==> src/rtl/low_pass_filter_pkg.sv <==
// -----------------------------------------------------------------------------
// low_pass_filter_pkg
// Shared constants for the PID signal-chain filter stages (low-pass, high-pass,
// PID). It holds the default sample and output widths, the default shift and
// saturation limits, and the running-sum width helper.
// No ports.
// -----------------------------------------------------------------------------
package low_pass_filter_pkg;

    localparam int LPF_IN_WIDTH    = 14;
    localparam int LPF_OUT_WIDTH   = 16;
    localparam int LPF_WINDOW_LOG2 = 4;
    localparam int LPF_OUT_SHIFT   = 4;
    localparam int LPF_MAX_OUT     = 32767;
    localparam int LPF_MIN_OUT     = -32768;

    // A sum of 2^window_log2 signed samples needs window_log2 extra bits to
    // stay exact.
    function automatic int sum_width(input int in_width, input int window_log2);
        return in_width + window_log2;
    endfunction

endpackage

==> src/rtl/low_pass_filter_if.sv <==
// -----------------------------------------------------------------------------
// low_pass_filter_if
// Sample-stream and result bus of the boxcar low-pass filter.
//   master : upstream source / downstream consumer side
//            (drives sampleStrobeIn, inWire, clearIn)
//   slave  : the filter (drives outWire, outValid, primedOut, saturatedOut)
// Signals:
//   sampleStrobeIn  accept inWire this cycle
//   inWire          signed sample, IN_WIDTH bits
//   clearIn         synchronous flush of history/sum/count
//   outWire         signed filtered value, OUT_WIDTH bits, registered
//   outValid        one-cycle pulse, outWire updated
//   primedOut       window full since reset/clear
//   saturatedOut    outWire was clamped (qualified by outValid)
// -----------------------------------------------------------------------------
interface low_pass_filter_if
    import low_pass_filter_pkg::*;
#(
    parameter int IN_WIDTH  = LPF_IN_WIDTH,
    parameter int OUT_WIDTH = LPF_OUT_WIDTH
);
    logic                        sampleStrobeIn;
    logic signed [IN_WIDTH-1:0]  inWire;
    logic                        clearIn;
    logic signed [OUT_WIDTH-1:0] outWire;
    logic                        outValid;
    logic                        primedOut;
    logic                        saturatedOut;

    modport master (
        output sampleStrobeIn, inWire, clearIn,
        input  outWire, outValid, primedOut, saturatedOut
    );

    modport slave (
        input  sampleStrobeIn, inWire, clearIn,
        output outWire, outValid, primedOut, saturatedOut
    );
endinterface

==> src/rtl/low_pass_filter_sat_shift_trunc.sv <==
// -----------------------------------------------------------------------------
// sat_shift_trunc
// Purely combinational. It applies an arithmetic right shift by OUT_SHIFT
// (floor toward -inf) and then clamps the result to [MIN_OUT, MAX_OUT].
// Ports:
//   sumIn       in   IN_W       signed running sum
//   valueOut    out  OUT_WIDTH  shifted and clamped value
//   clampedOut  out  1          valueOut was clamped
// -----------------------------------------------------------------------------
module sat_shift_trunc
    import low_pass_filter_pkg::*;
#(
    parameter int IN_W      = sum_width(LPF_IN_WIDTH, LPF_WINDOW_LOG2),
    parameter int OUT_WIDTH = LPF_OUT_WIDTH,
    parameter int OUT_SHIFT = LPF_OUT_SHIFT,
    parameter int MAX_OUT   = LPF_MAX_OUT,
    parameter int MIN_OUT   = LPF_MIN_OUT
) (
    input  logic signed [IN_W-1:0]      sumIn,
    output logic signed [OUT_WIDTH-1:0] valueOut,
    output logic                        clampedOut
);
    // Compare in a width that holds both the sum and the 32-bit limits
    // without losing their sign.
    localparam int CMP_W = ((IN_W > 32) ? IN_W : 32) + 1;

    localparam logic signed [CMP_W-1:0] CEIL  = CMP_W'(MAX_OUT);
    localparam logic signed [CMP_W-1:0] FLOOR = CMP_W'(MIN_OUT);

    logic signed [CMP_W-1:0] shifted;

    always_comb begin
        // NOTE: every output gets a default first, so no path leaves a value
        // unassigned and no latch is inferred.
        valueOut   = '0;
        clampedOut = 1'b0;
        shifted    = CMP_W'(sumIn) >>> OUT_SHIFT;
        if (shifted > CEIL) begin
            valueOut   = OUT_WIDTH'(CEIL);
            clampedOut = 1'b1;
        end else if (shifted < FLOOR) begin
            valueOut   = OUT_WIDTH'(FLOOR);
            clampedOut = 1'b1;
        end else begin
            valueOut   = OUT_WIDTH'(shifted);
        end
    end

endmodule

==> src/rtl/low_pass_filter.sv <==
// -----------------------------------------------------------------------------
// low_pass_filter
// Strobe-gated boxcar (moving-average) filter. It keeps an exact running sum of
// the last 2^WINDOW_LOG2 accepted samples. Each accepted sample produces one
// shifted and saturated output two cycles after its strobe.
// Ports:
//   clkIn    in  rising-edge clock
//   rstIn_n  in  asynchronous active-low reset
//   bus      low_pass_filter_if.slave, which carries the sample strobe, sample,
//            clear, and the registered result/valid/primed/saturated outputs
// -----------------------------------------------------------------------------
module low_pass_filter
    import low_pass_filter_pkg::*;
#(
    parameter int IN_WIDTH    = LPF_IN_WIDTH,
    parameter int OUT_WIDTH   = LPF_OUT_WIDTH,
    parameter int WINDOW_LOG2 = LPF_WINDOW_LOG2,
    parameter int OUT_SHIFT   = LPF_OUT_SHIFT,
    parameter int MAX_OUT     = LPF_MAX_OUT,
    parameter int MIN_OUT     = LPF_MIN_OUT
) (
    input  logic              clkIn,
    input  logic              rstIn_n,
    low_pass_filter_if.slave  bus
);
    localparam int W     = 1 << WINDOW_LOG2;
    localparam int SUM_W = sum_width(IN_WIDTH, WINDOW_LOG2);
    localparam int CNT_W = WINDOW_LOG2 + 1;
    localparam logic [CNT_W-1:0] FULL = CNT_W'(W);

    logic signed [IN_WIDTH-1:0]  history [W];
    logic signed [SUM_W-1:0]     sum;
    logic [CNT_W-1:0]            count;
    logic                        pending;    // a stage-2 result is due next edge
    logic                        accept;
    logic signed [OUT_WIDTH-1:0] satValue;
    logic                        satFlag;

    assign accept = bus.sampleStrobeIn && !bus.clearIn;

    // Stage 1: history shift register, running sum and fill count.
    always_ff @(posedge clkIn or negedge rstIn_n) begin
        if (!rstIn_n) begin
            // NOTE: the history is reset like ordinary flops. It is not RAM,
            // and the running sum is only exact if history starts at zero.
            for (int i = 0; i < W; i++) history[i] <= '0;
            sum     <= '0;
            count   <= '0;
            pending <= 1'b0;
        end else if (bus.clearIn) begin
            for (int i = 0; i < W; i++) history[i] <= '0;
            sum     <= '0;
            count   <= '0;
            pending <= 1'b0;
        end else begin
            // NOTE: non-blocking assignments let every stage read pre-edge
            // values. The sum update below therefore sees the oldest sample
            // before the shift.
            pending <= accept;
            if (accept) begin
                history[0] <= bus.inWire;
                for (int i = 1; i < W; i++) history[i] <= history[i-1];
                sum <= sum + SUM_W'(bus.inWire) - SUM_W'(history[W-1]);
                if (count != FULL) count <= count + 1'b1;
            end
        end
    end

    assign bus.primedOut = (count == FULL);

    sat_shift_trunc #(
        .IN_W      (SUM_W),
        .OUT_WIDTH (OUT_WIDTH),
        .OUT_SHIFT (OUT_SHIFT),
        .MAX_OUT   (MAX_OUT),
        .MIN_OUT   (MIN_OUT)
    ) u_sat_shift_trunc (
        .sumIn      (sum),
        .valueOut   (satValue),
        .clampedOut (satFlag)
    );

    // Stage 2: register the shaped sum. A clear in this cycle kills the
    // in-flight result, and outWire keeps its last value.
    always_ff @(posedge clkIn or negedge rstIn_n) begin
        if (!rstIn_n) begin
            bus.outWire      <= '0;
            bus.outValid     <= 1'b0;
            bus.saturatedOut <= 1'b0;
        end else begin
            bus.outValid <= pending && !bus.clearIn;
            if (pending && !bus.clearIn) begin
                bus.outWire      <= satValue;
                bus.saturatedOut <= satFlag;
            end
        end
    end

endmodule

==> src/flat_wrapper.sv <==
// flat-port wrapper written by rule: the top's interface ports become plain ports
module low_pass_filter_flat import low_pass_filter_pkg::*;
#(
    parameter int IN_WIDTH    = LPF_IN_WIDTH,
    parameter int OUT_WIDTH   = LPF_OUT_WIDTH,
    parameter int WINDOW_LOG2 = LPF_WINDOW_LOG2,
    parameter int OUT_SHIFT   = LPF_OUT_SHIFT,
    parameter int MAX_OUT     = LPF_MAX_OUT,
    parameter int MIN_OUT     = LPF_MIN_OUT
)
  (clkIn, rstIn_n, bus_sampleStrobeIn, bus_inWire, bus_clearIn, bus_outWire, bus_outValid, bus_primedOut, bus_saturatedOut);
  low_pass_filter_if #(.IN_WIDTH(IN_WIDTH), .OUT_WIDTH(OUT_WIDTH)) bus_i ();
  input  logic clkIn;
  input  logic rstIn_n;
  input wire logic [$bits(bus_i.sampleStrobeIn)-1:0] bus_sampleStrobeIn;
  input wire logic [$bits(bus_i.inWire)-1:0] bus_inWire;
  input wire logic [$bits(bus_i.clearIn)-1:0] bus_clearIn;
  output wire logic [$bits(bus_i.outWire)-1:0] bus_outWire;
  output wire logic [$bits(bus_i.outValid)-1:0] bus_outValid;
  output wire logic [$bits(bus_i.primedOut)-1:0] bus_primedOut;
  output wire logic [$bits(bus_i.saturatedOut)-1:0] bus_saturatedOut;
  assign bus_i.sampleStrobeIn = bus_sampleStrobeIn;
  assign bus_i.inWire = bus_inWire;
  assign bus_i.clearIn = bus_clearIn;
  assign bus_outWire = bus_i.outWire;
  assign bus_outValid = bus_i.outValid;
  assign bus_primedOut = bus_i.primedOut;
  assign bus_saturatedOut = bus_i.saturatedOut;
  low_pass_filter #(.IN_WIDTH(IN_WIDTH), .OUT_WIDTH(OUT_WIDTH), .WINDOW_LOG2(WINDOW_LOG2), .OUT_SHIFT(OUT_SHIFT), .MAX_OUT(MAX_OUT), .MIN_OUT(MIN_OUT)) u_core (.clkIn(clkIn), .rstIn_n(rstIn_n), .bus(bus_i));
endmodule
==> config.mk <==
export PLATFORM = sky130hd
export DESIGN_NAME = low_pass_filter_flat
export DESIGN_NICKNAME = d
export VERILOG_FILES = /design/src/rtl/low_pass_filter_pkg.sv /design/src/rtl/low_pass_filter_if.sv /design/src/rtl/low_pass_filter_sat_shift_trunc.sv /design/src/rtl/low_pass_filter.sv /design/src/flat_wrapper.sv
export SDC_FILE = /design/constraint.sdc
export NUM_CORES = 1
export LEC_CHECK = 0
export BUFFER_PORTS_ARGS = -buffer_cell sky130_fd_sc_hd__buf_2
export CAP_MARGIN = 15
export CORE_MARGIN = 8
export CORE_UTILIZATION = 36
export DETAILED_ROUTE_END_ITERATION = 12
export GPL_ROUTABILITY_DRIVEN = 0
export HOLD_SLACK_MARGIN = 0.12
export PLACE_DENSITY = 0.59
export SLEW_MARGIN = 20
export SYNTH_ARGS = -nofsm -noshare
export SYNTH_HDL_FRONTEND = slang
export SYNTH_SLANG_ARGS = --single-unit
==> constraint.sdc <==
create_clock -name clkIn -period 4.94 [get_ports clkIn]
set_input_delay 0.494 -clock clkIn [delete_from_list [all_inputs] [get_ports clkIn]]
set_output_delay 0.494 -clock clkIn [all_outputs]
set_load 0.005 [all_outputs]
# [Word-level counts from Yosys, hierarchy flattened]
# Index checks and enable logic that the tools add are counted.
[word_totals] memories=0 rom_bits=0 mem_bits_rw=0 regBits=266 latchBits=0
[classes] reduce_logical=6 n_addsub=3 n_shift=0 order_cmp=2 div_mod_pow=0 n_mul=0 bitwise_logic=0 mux=12 n_eq_ne=2
[ops] cell="$mux W224" n=2
[ops] cell="$mux W18" n=2
[ops] cell="$mux W16" n=2
[ops] cell="$add A18 B14 Y18" n=1
[ops] cell="$sub A18 B14 Y18" n=1
[ops] cell="$gt A14 B16 Y1 const B" n=1
[ops] cell="$lt A14 B16 Y1 const B" n=1
[ops] cell="$mux W5" n=3
[ops] cell="$add A5 B1 Y5 const B" n=1
[ops] cell="$eq A5 B5 Y1 const B" n=1
[ops] cell="$ne A5 B5 Y1 const B" n=1
[ops] cell="$reduce_bool A2 Y1" n=2
[ops] cell="$mux W1" n=3
[ops] cell="$logic_and A1 B1 Y1" n=2
[ops] cell="$reduce_and A2 Y1" n=1
[ops] cell="$logic_not A1 Y1" n=1

# [Depth between registers and ports, before layout]
[logic_depth] word_depth=4 ltp_mapped=11 ltp_nobuf=11

# [Modules after synthesis]
# Synthesis repeated with hierarchy kept, for this count alone.
[unflattened] hier_cells=1067 area_unflattened_um2=12121.6
[by_module_without_submodules] module="low_pass_filter" area_each_um2=11994.0 instances=1 cells_each=1049
[by_module_without_submodules] module="sat_shift_trunc" area_each_um2=127.6 instances=1 cells_each=18

# [Least setup slack after synthesis]
# Ideal clock, no wire load.
[synth_path] path_kind="input port to flip-flop" startpoint="input bus_inWire[1]" endpoint="register u_core.sum[13]" path_buffers=0 setup_ps=104 slack_ps=2159 t_arrival_ps=2677 path_stages=10 path_cell_list="inv_1 -> fa_1 -> inv_1 -> ha_1 -> a21o_1 -> and4_4 -> o211a_4 -> o2111a_1 -> or3_1 -> o311ai_1"
[synth_via] elab_chain_cells=4
[synth_lines] element="start: declaration" line_no="flat_wrapper.sv:16" rtl="input wire logic [$bits(bus_i.inWire)-1:0] bus_inWire;"
[synth_lines] element="$add A18 B14 Y18" line_no="low_pass_filter.sv:63" rtl="sum <= sum + SUM_W'(bus.inWire) - SUM_W'(history[W-1]);"
[synth_lines] element="$sub A18 B14 Y18" line_no="low_pass_filter.sv:63"
[synth_lines] element="$mux W18" line_no="low_pass_filter.sv:60" rtl="if (accept) begin"
[synth_lines] element="$mux W18" line_no="low_pass_filter.sv:50" rtl="end else if (bus.clearIn) begin"
[synth_lines] element="end signal: assignment" line_no="low_pass_filter.sv:63"
[synth_lines] element="end: declaration" line_no="low_pass_filter.sv:32" rtl="logic signed [SUM_W-1:0] sum;"
# Every way passes these cells. The select of a mux whose other input is x is not followed.
# A chain may end at the register's enable or synchronous reset.

# [Worst setup path after layout]
[layout_path] startpoint="register u_core.sum[4]" endpoint="register u_core.sum[11]"
[layout_via] elab_chain_cells=4
[layout_lines] element="$add A18 B14 Y18" line_no="low_pass_filter.sv:63"
[layout_lines] element="$sub A18 B14 Y18" line_no="low_pass_filter.sv:63"
[layout_lines] element="$mux W18" line_no="low_pass_filter.sv:60"
[layout_lines] element="$mux W18" line_no="low_pass_filter.sv:50"
# Every way passes these cells. The select of a mux whose other input is x is not followed.

==> flow_summary.json <==
{
  "status": "complete, no violations",
  "r2r_setup_slack_ns": 2.18,
  "setup_viol": 0,
  "clock_sinks": 264,
  "async_flop_share_pct": 100,
  "syn_area_um2": 12000,
  "vias": 7187,
  "initial_utilization_pct": 36.2,
  "period_share_pct": 55.9,
  "avgSynthCellArea_um2": 11.1,
  "drv_slew": 0,
  "min_path_cells": 3,
  "layout_commonest_cell": "dfrtp_1",
  "finalPower_mw": 5.55,
  "clock_path_buffers": 3,
  "cts_max_level": 1,
  "worstRegToRegCells": 10,
  "boundaryPins": 37,
  "remaining_drc_errors": 0,
  "layout_common_cells": "dfrtp_1 (264), nor2_1 (245), mux2i_1 (232)",
  "wire_per_inst_um": 13.4,
  "numCtsBuffers": 29,
  "io_buffers": 35,
  "drv_cap": 0,
  "core-area_um2": 33100,
  "cts_setup_buffers": 0,
  "end_kind": "flop",
  "overflow": 0,
  "rsz0062_at_grt": "no",
  "clock_latency_ns": 0.54,
  "ys_types": 48,
  "hold_buffers": 1,
  "routed_wl_um": 20800,
  "fp.dieW_um": 198,
  "place_area_um2": 12500,
  "finalCriticalPeriod_ns": 2.76,
  "synth_ff_type": "dfrtp_1",
  "layout-drive-gt1-share_pct": 8.33,
  "synth_edf_count": 0,
  "grt_pass1_vias": 7086,
  "synth_area_leaders": "dfrtp_1 (55%), mux2i_1 (19%), nor2_1 (7.7%)",
  "dp_slack_ns": 1.89,
  "synthCells": 1075,
  "slew_headroom_pct": 31.8,
  "power_per_cell_area_nw_per_um2": 413,
  "hold_end": "u_core.history[222]",
  "dp_hpwl_um": 12800,
  "crit_chain": "inv_1 -> fa_1 -> inv_1 -> ha_1 -> a21oi_2 -> nand2_2 -> o211a_4 -> a2111oi_4 -> or3_1 -> o311ai_1",
  "p_leak_nw": 6.98,
  "hold_path_class": "input pin to flop",
  "clk_pin_slew_ns": 0.06,
  "drt_iter0_markers": 489,
  "setup_ws_ns": 2.18,
  "synth_seq_area_share_pct": 55.2,
  "r2r_start": "u_core.sum[4]",
  "row_count": 67,
  "die_area_um2": 39400,
  "grt_max_degree": 124,
  "ir_drop_v": 0.000264,
  "ys_ff_latch": 264,
  "drtPass1Iterations": 4,
  "antenna_found_initial": 0,
  "root_buffer": "clkbuf_16",
  "grt_usage_pct": 10.9,
  "synth_top_area_cell": "dfrtp_1",
  "cp.arrival_ns": 3.15,
  "final_antenna_net_count": 0,
  "timing.fmax_ghz": 0.362,
  "diodes": 0,
  "slowest_stage": "fa_1",
  "slowest_delay_ns": 0.51,
  "final_cell_area_um2": 13400,
  "finalSetupTns_ns": 0,
  "layout.nets": 1142,
  "fin_skew_ns": 0.0179,
  "post-route-util_pct": 40.6,
  "path_class": "flop to flop",
  "grt_pass1_wl_um": 36700,
  "crit_fanout": 6,
  "cts_tree": "done",
  "syn_to_final_growth_pct": 12.2,
  "holdCritStartpoint": "bus_inWire[12]",
  "r2r_end": "u_core.sum[11]",
  "hold_viol": 0,
  "start_kind": "flop",
  "cts_repair_resize_count": 0,
  "post-synth-top-area-fraction_pct": 55.2,
  "dieHeight_um": 198,
  "crit_required_ns": 5.33,
  "ys_warn_count": 0,
  "tightest_slew_ns": 1.02,
  "cp_common_cell": "inv_1",
  "vias_per_cell": 4.63,
  "synth_nets": 1131
}
-- synthesized netlist by cell type, types with 3 or more instances --
master	instances
o21ai_0	20
nor3_1	4
xnor2_1	8
a21o_1	6
nand2_1	35
fa_1	17
o2111ai_1	3
inv_1	74
xor2_1	6
nand3_1	12
dfrtp_1	264
buf_2	23
clkbuf_1	36
a21oi_1	15
nand2b_1	5
ha_1	21
or3_1	4
o211ai_1	3
nand4_1	4
mux2i_1	232
nor2_1	245
-- power breakdown --
group,total (mW),internal (mW),leakage [nW],switching [mW]
Clock,2.00,1.16,0.440,0.835
Sequential,2.34,2.28,3.65,0.0581
Combinational,1.21,0.478,2.89,0.736
Total,5.55,3.92,6.98,1.63
-- worst max-delay path by stage --
stage | start | endpoint | slack [ns] | depth (start not counted)
after global routing | u_core.sum[1] | u_core.sum[14] | 2.01 | 10
after floorplan | bus_inWire[1] | u_core.sum[13] | 2.16 | 10
after CTS | u_core.sum[4] | u_core.sum[11] | 2.17 | 10
after global placement | bus_inWire[1] | u_core.sum[11] | 1.90 | 11
final | u_core.sum[4] | u_core.sum[11] | 2.18 | 10
after detailed placement | bus_inWire[1] | u_core.sum[11] | 1.89 | 11
-- sequential cells by signal (all words and copies together) (netlist names) --
| register | count |
|---|---|
| u_core.count | 5 |
| u_core.sum | 18 |
| u_core.pending | 1 |
| u_core.bus.outWire | 15 |
| u_core.bus.outValid | 1 |
| u_core.history | 224 |
-- final cells by class --
type                            instances  area (um^2)
Timing Repair Buffer                   43          292
Inverter                               75          282
Multi-Input combinational cell        673         4820
Clock inverter                          9         55.1
Clock buffer                           41          831
Tap cell                              448          561
Sequential cell                       264         6610
Fill cell                            3213        19700
-- worst max-delay path: cells and delay by family (launching register included) --
family          cells  cell delay [ns]
compound gates      4             1.00
buf+inv             2             0.14
flops               1             0.34
simple gates        2             0.25
fa+ha+maj           2             0.89
-- per-layer routing --
metal  track usage (%)  share of wire [%]  up-vias
met5                 0                  0        -
met4              2.57                1.6        0
met3              2.18                4.7       29
met2              16.0                 43       93
met1              16.4                 51     3492
li1                  -                  -     3573
-- metrics by stage --
stage | hold slack, ns | std cells
after CTS | 0.190 | 1553
after global placement | 0.457 | 1502
final | 0.215 | 1553
after detailed placement | 0.462 | 1502
after global routing | 0.205 | 1553
after floorplan | 0.198 | 1075
-- cells by family after synthesis --
| kind of cell | synth area share, % |
|---|---|
| AND/OR/NAND/NOR | 10.7 |
| flip-flops | 55.2 |
| multiplexers | 19.4 |
| buffers and inverters | 4.63 |
| AO/OA/AOI/OAI | 4.06 |
| adder cells (fa/ha/maj) | 5.04 |
| XOR/XNOR | 1.02 |
| other | 0.0313 |
Power figures use the tool's default switching activity.
